<file path="src/rtl/spi_master_modes.sv">
// spi_master_modes: SPI master with DWIDTH/CLKDIV/NSS parameters and all four CPOL/CPHA modes.
// Optional receive loopback (mosi fed back to the receiver) when SPI_LOOPBACK_EN is defined.
module spi_master_modes #(
    parameter int DWIDTH = 8,
    parameter int CLKDIV = 4,
    parameter int NSS    = 1
) (
    input  logic              clk,
    input  logic              rst,
    input  logic              cs,
    input  logic              wr,
    input  logic              rd,
    input  logic [DWIDTH-1:0] din,
    input  logic [NSS-1:0]    ss_sel,
    input  logic              cpol,
    input  logic              cpha,
`ifdef SPI_LOOPBACK_EN
    input  logic              loopback,
`endif
    output logic [DWIDTH-1:0] dout,
    output logic              busy,
    output logic              done,
    output logic              sclk,
    output logic              mosi,
    input  logic              miso,
    output logic [NSS-1:0]    ss_n
);
    localparam int CW = $clog2(CLKDIV + 1);
    localparam int HW = $clog2(2 * DWIDTH);

    typedef enum logic [1:0] {IDLE, SETUP, SHIFT, HOLD} state_t;

    state_t            state;
    logic [CW-1:0]     cnt;
    logic [HW-1:0]     hc;
    logic [DWIDTH-1:0] tx, rx;
    logic              cpha_q, start, tick, samp, rx_bit;

    assign start = cs & wr & ~rd & (state == IDLE);
    assign tick  = cnt == '0;
    // hc counts down from an odd value, so hc[0]=1 marks a leading-edge boundary
    assign samp  = hc[0] ^ cpha_q;

`ifdef SPI_LOOPBACK_EN
    logic lb_q;
    assign rx_bit = lb_q ? mosi : miso;
`else
    assign rx_bit = miso;
`endif

    always_ff @(posedge clk or posedge rst) begin
        if (rst) begin
            state  <= IDLE;
            cnt    <= '0;
            hc     <= '0;
            tx     <= '0;
            rx     <= '0;
            cpha_q <= 1'b0;
            sclk   <= 1'b0;
            mosi   <= 1'b0;
            ss_n   <= '1;
            dout   <= '0;
            busy   <= 1'b0;
            done   <= 1'b0;
`ifdef SPI_LOOPBACK_EN
            lb_q   <= 1'b0;
`endif
        end else begin
            case (state)
                IDLE: begin
                    if (start) begin
                        tx     <= cpha ? din : din << 1;
                        if (!cpha) mosi <= din[DWIDTH-1];
                        cpha_q <= cpha;
                        ss_n   <= ~ss_sel;
                        sclk   <= cpol;
                        busy   <= 1'b1;
                        done   <= 1'b0;
                        cnt    <= CW'(CLKDIV - 1);
                        state  <= SETUP;
`ifdef SPI_LOOPBACK_EN
                        lb_q   <= loopback;
`endif
                    end else if (cs & rd & ~wr) begin
                        done <= 1'b0;
                    end
                end
                SETUP: begin
                    cnt <= tick ? CW'(CLKDIV - 1) : cnt - 1'b1;
                    if (tick) begin
                        hc    <= HW'(2 * DWIDTH - 1);
                        state <= SHIFT;
                    end
                end
                SHIFT: begin
                    cnt <= tick ? CW'(CLKDIV - 1) : cnt - 1'b1;
                    if (tick) begin
                        sclk <= ~sclk;
                        hc   <= hc - 1'b1;
                        // no new bit is driven on the final trailing edge
                        if (samp) begin
                            rx <= {rx[DWIDTH-2:0], rx_bit};
                        end else if (hc != '0) begin
                            mosi <= tx[DWIDTH-1];
                            tx   <= tx << 1;
                        end
                        if (hc == '0) state <= HOLD;
                    end
                end
                HOLD: begin
                    cnt <= cnt - 1'b1;
                    if (tick) begin
                        ss_n  <= '1;
                        dout  <= rx;
                        busy  <= 1'b0;
                        done  <= 1'b1;
                        state <= IDLE;
                    end
                end
                default: state <= IDLE;
            endcase
        end
    end
endmodule
</file>
<file path="config.mk">
export PLATFORM = sky130hd
export DESIGN_NAME = spi_master_modes
export DESIGN_NICKNAME = d
export VERILOG_FILES = /design/src/rtl/spi_master_modes.sv
export SDC_FILE = /design/constraint.sdc
export NUM_CORES = 1
export LEC_CHECK = 0
export ABC_AREA = 1
export CORE_MARGIN = 5
export CORE_UTILIZATION = 58
export DETAILED_ROUTE_END_ITERATION = 8
export PLACE_DENSITY = 0.84
export SETUP_SLACK_MARGIN = 0.15
export SLEW_MARGIN = 20
export SYNTH_ARGS = -nofsm -noshare
export SYNTH_HDL_FRONTEND = slang
export SYNTH_SLANG_ARGS = --single-unit
</file>
<file path="constraint.sdc">
create_clock -name clk -period 2.9 [get_ports clk]
set_input_delay 0.435 -clock clk [delete_from_list [all_inputs] [get_ports clk]]
set_output_delay 0.435 -clock clk [all_outputs]
set_load 0.01 [all_outputs]
</file>
# After elaboration in Yosys (flattened, before gate mapping)
# Index checks and enable logic that the tools add are counted.
# op_classes
n_addsub	2
n_eq_ne	12
mux	36
bitwise	10
reduce_logical	18
# ops
op	n
8-bit two-way mux	5
2-bit inequality test (second input constant)	8
8-bit case mux with 2 select lines	1
3-bit AND reduction	5
1-bit two-way mux	13
2-bit two-way mux	5
1-bit case mux with 2 select lines	5
5-bit AND reduction	2
3-bit case mux with 3 select lines	1
4-bit two-way mux	2
2-bit case mux with 4 select lines	1
4-bit case mux with 2 select lines	1
3-bit two-way mux	2
6-bit AND reduction	1
2-bit nonzero test	3
1-bit bitwise AND	5
2-bit == test (second input constant)	2
4-bit logical NOT	1
1-bit NOT	4
2-bit AND reduction	2
4-bit nonzero test	1
4-bit by 1-bit subtractor with 4-bit output (second input constant)	1
3-bit logical NOT	1
3-bit by 2-bit inequality test with 1-bit output (second input constant)	1
other kinds (5)	5
# word_totals
register_bits	39
in_bits	17
output_inout_bits	13
elab_cells	90

# Depth between registers and ports, before layout
# Gate-level depths: netlist (run 1).
# depth
word_depth	5
ltp_mapped	10
depth_no_buf	9

# Worst setup path after synthesis (run 1)
# OpenSTA, ideal clock, no wires.
# synth_path
kind	reg2reg
from	register state[0]
to	register state[1]
setup_ns	0.123
arrival_time_ns	1.288
required_time_ns	2.777
path_slack_ns	1.488
path_stages_with_launch	10
path_buffers	1
synth_period_minus_slack_ns	1.412
cell_sequence	dfrtp_1 -> inv_1 -> ha_1 -> buf_6 -> inv_6 -> nand2_1 -> o21ai_1 -> nand3_1 -> nand2_1 -> o21ai_1
# synth_via
elab_chain_cells	4
elab_cells_between_ends	12
classes_between	8 x eq/ne; 1 x mux; 1 x bitwise; 2 x reduce/logical
# synth_lines
element	line_no	text
start, declared	33	state_t state;
start signal, assigned	53	state <= IDLE;
start signal, assigned	80	state <= SETUP;
start signal, assigned	92	state <= SHIFT;
2-bit logical NOT	39, 69	
1-bit bitwise AND	39	assign start = cs & wr & ~rd & (state == IDLE);
2-bit inequality test (no source line)	--	
5-bit AND reduction (no source line)	--	
# Parallel ways exist; a longest one is shown, timed or not.
# A chain may end at the register's enable or synchronous reset.

# Worst setup path in the final report (run 1)
# layout_path
from	register state[0]
to	register hc[3]
# layout_via
elab_chain_cells	3
elab_cells_between_ends	7
classes_between	4 x eq/ne; 1 x mux; 2 x reduce/logical
# layout_lines
element	line_no	text
2-bit by 1-bit == test with 1-bit output / 2-bit == test (equally long branches)	69	case (state)
2-bit inequality test (no source line) / 2-bit nonzero test (equally long branches)	--	
3-bit AND reduction (no source line)	--	
end signal, assigned	91	hc <= HW'(2 * DWIDTH - 1);
end signal, assigned	99	hc <= hc - 1'b1;
end, declared	35	logic [HW-1:0] hc;
# Parallel ways exist; a longest one is shown, timed or not.

==> summary.md, run 1 <==
| Metric | Value |
|---|---|
| Hold endpoint | `tx[4]$_DFFE_PP0P_` |
| Grt total ovfl | `0` |
| Clock buffer depth | `2` |
| Worst-case reg-to-reg path depth | `9` |
| Leading area contributor after synthesis | `dfrtp_1` |
| Worst Skew | `0.009410 ns` |
| Fmax | `550.3 MHz` |
| Synth top area cells | `dfrtp_1 44%, nand2_1 15%, ha_1 5.2%` |
| DR pass1 iterations | `4` |
| Clk_lat worst skew | `0.30 ns` |
| Post-synthesis compound-gate area fraction | `10.77%` |
| Routed len/inst | `12.63 um` |
| Avg Cell Area, Syn | `8.185 um2` |
| FILL cells | `281` |
| Commonest non-fill, non-tap cell in the layout | `nand2_1` |
| Crit Path Class | `reg2reg` |
| Top FF cell, synth | `dfrtp_1` |
| Main combinational cell family by area after synthesis | `simple AND/OR/NAND/NOR gates` |
| PortBufs | `29` |
| Layout area overhead | `20.27%` |
| Nets | `320` |
| Async S/R FF share, synth | `100.0%` |
| Yosys warning total | `0` |
| First-pass GRT wire length | `7389 um` |
| Antenna Nets Post-Route | `0` |
| Post-synthesis mux area share | `0%` |
| Hold slack | `0.4760 ns` |
| Leak pwr | `1.269 nW` |
| Iteration-0 DRC Markers | `125` |
| Status | `finished clean` |
| Crit Path Max Fanout | `19` |
| Die area | `0.005046 mm2` |
| Worst-path clk slew | `0.08 ns` |
| RSZ-0062 raised after global routing | `false` |
| Least-Margin Pin Slew | `0.4932 ns` |
| GP Congestion | `0.8627` |
| Detailed placement HPWL | `3051 um` |
| Mapped Cells | `264` |
| Worst reg-to-reg setup slack | `1.08 ns` |
| Final Hold Vio Count | `0` |
| IO Pins | `30` |
| Total GRT Usage | `18.54%` |
| Post-CTS Setup Inserts | `0` |
| Hold Crit Class | `reg2reg` |
| Post-Syn Nets | `290` |
| Worst path arrival time | `1.98 ns` |
| Distinct cell type count after synthesis | `30` |
| TritonCTS clock tree | `done` |
| Via density | `5.076` |
| Row cnt | `22` |
| Vias | `1741` |
| Post-cts sizing count | `0` |
| Initial antenna violation count | `0` |
| Core area | `0.003633 mm2` |
| Slew HR | `67.12%` |
| Chip height | `71.04 um` |
| Hold-critical path depth | `2` |
| Register area share after synthesis | `45.22%` |
| Final WL | `4333 um` |
| Vias in the first global route | `1623` |
| Initial Util | `59.47%` |
| Clock root buffer | `clkbuf_8` |
| Layout cell share with drive strength beyond 1 | `11.19%` |
| Post-Synth XOR/XNOR Area | `0%` |
| Pwr dens | `1039 mW/mm2` |
| Worst r2r dst | `hc[3]$_DFFE_PP0P_` |
| Setup TNS | `0 ns` |
| CTS buffer count | `5` |
| R2R Path Start | `state[0]$_DFFE_PP0P_` |
| Final Max Tran Viols | `0` |
| H-Tree Level Count | `2` |
| CP endpoint kind | `flop` |
| Synth top area share | `44.01%` |
| Fin crit period | `1.817 ns` |
| Number of synthesized flops with an enable pin | `0` |
| Diodes inserted | `0` |
| Clk sinks | `39` |
| HP Start | `tx[4]$_DFFE_PP0P_` |
| Synth Area in Simple Gates | `30.40%` |
| Critical Path RT | `3.07 ns` |
| #FFs+latches synth | `39` |
| Mapped cell area | `0.002161 mm2` |
| Final setup fails | `0` |
| Number of max-cap violations | `0` |
| Startpoint types | `flop` |
| Die width | `71.04 um` |
| Largest net degree at the start of global routing | `40` |
| Fin crit share | `62.67%` |
| Most frequent cells in the layout | `88 x nand2_1, 38 x dfrtp_1, 29 x clkdlybuf4s50_1` |
| DRC violations left | `0` |
| Cts hold-fix bufs | `0` |
| Max rail drop VDD | `0.5520 mV` |
| Adder-cell share of the synthesized area | `5.211%` |
-- sequential cells by signal, summed over array words and instances, names as in the netlist --
signal	flops
busy	1
cnt	3
sclk	1
dout	8
cpha_q	1
ss_n	1
mosi	1
rx	8
hc	4
done	1
tx	8
state	2
-- kinds of logic (layout without fill, tap and decap cells) --
group,Yosys count,after routing
adders and majority gates,9,9
and+or+nand+nor,134,134
DFF,39,39
buffers and inverters,39,70
AOI/OAI and AO/OA,43,43
-- synth_stat cells, types with 3 or more instances --
master	n
nand2_1	88
dfrtp_1	38
inv_1	26
o21ai_0	16
nor2_1	15
o21ai_1	14
ha_1	9
nand3_1	9
a31oi_1	7
inv_2	5
nand2_2	5
nand2_4	4
a21oi_1	3
buf_2	3
buf_6	3
nand3_2	3
nand3b_1	3
-- worst max-delay path, stage by stage (launching register included) --
cell     delay, ns
dfrtp_1       0.42
inv_1         0.11
ha_1          0.48
inv_6         0.15
nand2_1       0.11
nand2_1       0.10
inv_2         0.10
nand2_1       0.05
nand2_1       0.07
nand3_1       0.08
-- report_power, final --
group / switching (mW) / internal (mW)
Sequential: 0.129 / 0.751
Clock: 0.205 / 0.343
Combinational: 0.787 / 0.485
Total: 1.12 / 1.58
-- layout make-up --
| type | instances | area [um2] | area share, % |
|---|---|---|---|
| Clock buffer | 5 | 68.82 | 2.648 |
| Clock inverter | 3 | 67.56 | 2.600 |
| Inverter | 32 | 125.1 | 4.815 |
| Multi-Input combinational cell | 186 | 1002 | 38.57 |
| Sequential cell | 39 | 977.2 | 37.60 |
| Tap cell | 48 | 60.06 | 2.311 |
| Timing Repair Buffer | 30 | 297.8 | 11.46 |
-- metal layers --
| layer | track usage, % | part of all wire (%) |
|---|---|---|
| met1 | 25.72 | 48 |
| met4 | 6.889 | 1.3 |
| met2 | 28.94 | 47 |
| met5 | 0 | 0 |
| met3 | 3.409 | 3.2 |
-- stage by stage --
stage | util, % | instances | power, mW | setup slack (ns) | instance area, um2
after floorplan | - | 264 | 1.841 | 1.488 | 2161
after global placement | 67.77 | 335 | 2.116 | 1.168 | 2462
after detailed placement | 67.77 | 335 | 2.144 | 1.120 | 2462
after CTS | 71.52 | 343 | 2.714 | 1.086 | 2599
after global routing | 71.52 | 343 | 2.929 | 0.8820 | 2599
final | 71.52 | 343 | 2.701 | 1.083 | 2599
-- worst max path at each step --
stage,endpoint,slack [ns],cells past startpoint,from
6_report,hc[3]$_DFFE_PP0P_,1.08,9,state[0]$_DFFE_PP0P_
5_1_grt,hc[3]$_DFFE_PP0P_,0.88,9,state[0]$_DFFE_PP0P_
4_1_cts,hc[3]$_DFFE_PP0P_,1.09,9,state[0]$_DFFE_PP0P_
3_5_place_dp,rx[0]$_DFFE_PP0P_,1.12,7,state[0]$_DFFE_PP0P_
3_3_place_gp,rx[0]$_DFFE_PP0P_,1.17,7,state[0]$_DFFE_PP0P_
2_1_floorplan,state[1]$_DFFE_PP0P_,1.49,9,state[0]$_DFFE_PP0P_
No activity file was read; power rests on OpenSTA's default activity.
==> run 2: changes to the inputs <==
CORE_UTILIZATION = 54   (was 58)
PLACE_DENSITY = 0.79   (was 0.84)
clock period = 1.73 ns   (was 2.9 ns; I/O delays follow)
==> run 2 against run 1 <==
Against the previous run: highest routed layer unchanged; clock power up 45%; largest power group unchanged; clock skew decreased by 0.0049 ns; first-iteration DRC count is 16% lower; utilization is 4.3 points lower.
==> summary.md, run 2 (same netlist as run 1, synthesis figures left out) <==
| Metric | Value |
|---|---|
| Status | `finished clean` |
| Core area | `0.003943 mm2 (+8.5%)` |
| RSZ-0062 raised after global routing | `true` |
| Worst Skew | `0.004517 ns (-0.004893 ns)` |
| FILL cells | `309 (+10%)` |
| Clk sinks | `39 (unchanged)` |
| Antenna Nets Post-Route | `0 (unchanged)` |
| R2R Path Start | `state[1]$_DFFE_PP0P_` |
| Clock buffer depth | `2 (unchanged)` |
| Hold Crit Class | `in2async` |
| M1 GR Usage | `23.59% (-2.1 points)` |
| Final WL | `4462 um (+3.0%)` |
| Cts hold-fix bufs | `0 (unchanged)` |
| Pre-CTS WS | `0.06238 ns (-1.058 ns)` |
| Fin crit period | `1.498 ns (-0.3196 ns)` |
| Max rail drop VDD | `0.8342 mV (+51%)` |
| Startpoint types | `flop` |
| Routed len/inst | `12.79 um (+1.2%)` |
| Crit Path Class | `reg2reg` |
| Leak pwr | `1.290 nW (+1.7%)` |
| Met3 Use GR | `3.830% (+0.42 points)` |
| Hold slack | `0.3287 ns (-0.1473 ns)` |
| CP endpoint kind | `flop` |
| Clk_lat worst skew | `0.29 ns (about the same)` |
| Biggest regs | `dout: 8 flops, rx: 8 flops, tx: 8 flops` |
| Worst path arrival time | `1.68 ns (-0.30 ns)` |
| Crit Path Max Fanout | `8 (-11)` |
| Iteration-0 DRC Markers | `105 (-16%)` |
| Number of max-cap violations | `0 (unchanged)` |
| Worst-path clk slew | `0.08 ns (about the same)` |
| Final Max Tran Viols | `0 (unchanged)` |
| Clock root buffer | `clkbuf_8` |
| Slew HR | `81.80% (+15 points)` |
| Grt total ovfl | `0 (unchanged)` |
| Inst Count DP | `339 (+1.2%)` |
| DR pass1 iterations | `4 (unchanged)` |
| Via density | `5.089 (+0.26%)` |
| Vias | `1776 (+2.0%)` |
| Final Hold Vio Count | `0 (unchanged)` |
| Total GRT Usage | `17.85% (-0.69 points)` |
| Fmax | `667.7 MHz (+21%)` |
| IO Pins | `30 (unchanged)` |
| Critical Path RT | `1.92 ns (-1.15 ns)` |
| Final setup fails | `0 (unchanged)` |
| GP Congestion | `0.8418 (-2.4%)` |
| Worst reg-to-reg setup slack | `0.23 ns (-0.85 ns)` |
| DRC violations left | `0 (unchanged)` |
| Largest net degree at the start of global routing | `40 (unchanged)` |
| Initial Util | `54.81% (-4.7 points)` |
| PortBufs | `29 (unchanged)` |
| Commonest non-fill, non-tap cell in the layout | `nand2_1` |
| Diodes inserted | `0 (unchanged)` |
| Final setup margin | `0.2323 ns (-0.8504 ns)` |
| Least-Margin Pin Slew | `0.2721 ns (-0.2211 ns)` |
| Pwr dens | `1695 mW/mm2 (+63%)` |
| Die width | `73.26 um (+3.1%)` |
| Detailed placement HPWL | `3139 um (+2.9%)` |
| Worst-case reg-to-reg path depth | `7 (-2)` |
| Nets | `324 (+1.3%)` |
| Layout Cells excl Fill | `349 (+1.7%)` |
| H-Tree Level Count | `2 (unchanged)` |
| Worst r2r dst | `tx[1]$_DFFE_PP0P_` |
| Initial antenna violation count | `0 (unchanged)` |
| First-pass GRT wire length | `7383 um (about the same)` |
| Vias in the first global route | `1685 (+3.8%)` |
| Most frequent cells in the layout | `88 x nand2_1, 38 x dfrtp_1, 28 x clkdlybuf4s50_1` |
| TritonCTS clock tree | `done` |
| Met2 usage | `28.00% (-0.94 points)` |
| Fin util | `67.22% (-4.3 points)` |
| Row cnt | `23 (+4.5%)` |
| Setup TNS | `0 ns (unchanged)` |
| Chip height | `73.26 um (+3.1%)` |
| CTS buffer count | `5 (unchanged)` |
| Die area | `0.005366 mm2 (+6.3%)` |
| Fin crit share | `86.57% (+24 points)` |
| Layout area overhead | `22.64%` |
| Layout cell share with drive strength beyond 1 | `13.71% (+2.5 points)` |
| Most Used Layer, Global Route | `met2` |
## run 2: worst max path at each step
stage                         start              endpoint  slack [ns]  cells after the start
2_1_floorplan  state[0]$_DFFE_PP0P_  state[1]$_DFFE_PP0P_        0.32                      9
3_5_place_dp   state[0]$_DFFE_PP0P_     tx[4]$_DFFE_PP0P_        0.06                      9
4_1_cts        state[0]$_DFFE_PP0P_     tx[4]$_DFFE_PP0P_        0.14                      9
3_3_place_gp   state[0]$_DFFE_PP0P_     hc[3]$_DFFE_PP0P_        0.14                      9
6_report       state[1]$_DFFE_PP0P_     tx[1]$_DFFE_PP0P_        0.23                      7
5_1_grt        state[1]$_DFFE_PP0P_    cnt[1]$_DFFE_PP0P_        0.11                      6
## run 2: power by group
part / switching, mW / internal [mW]
Sequential: 0.213 / 1.26
Clock: 0.326 / 0.467
Combinational: 1.35 / 0.876
Total: 1.89 / 2.60
## run 2: metal layers
metal  vias up  share of wire [%]
met1       832                 45
met4         0                1.8
li1        907                  -
met2        30                 50
met3         7                3.8
met5         -                  0
## run 2: through the flow
step	power, mW	area (um2)
floorplan	3.086	2161
global placement	3.538	2492
detailed placement	3.610	2492
CTS	4.430	2619
global route	4.875	2650
finish	4.491	2650
## run 2: critical path, stage by stage, from the launching register on
cell	delay, ns
dfrtp_1	0.45
inv_1	0.14
ha_2	0.29
nand2_2	0.09
nand2_4	0.10
nand4_4	0.16
nand2_1	0.11
nand2_1	0.06
## run 2: what timing repair did
item,CTS,global route
cloned,0,1
endpoints found under the setup margin,14,18
setup buffers,1,0
gates resized for setup,2,9
## run 2: layout make-up
type,count,area (um2),area share [%]
Tap cell,50,62.56,2.361
Timing Repair Buffer,34,340.3,12.84
Clock buffer,6,82.58,3.116
Sequential cell,39,977.2,36.87
Inverter,32,132.6,5.005
Clock inverter,2,35.03,1.322
Multi-Input combinational cell,186,1020,38.48
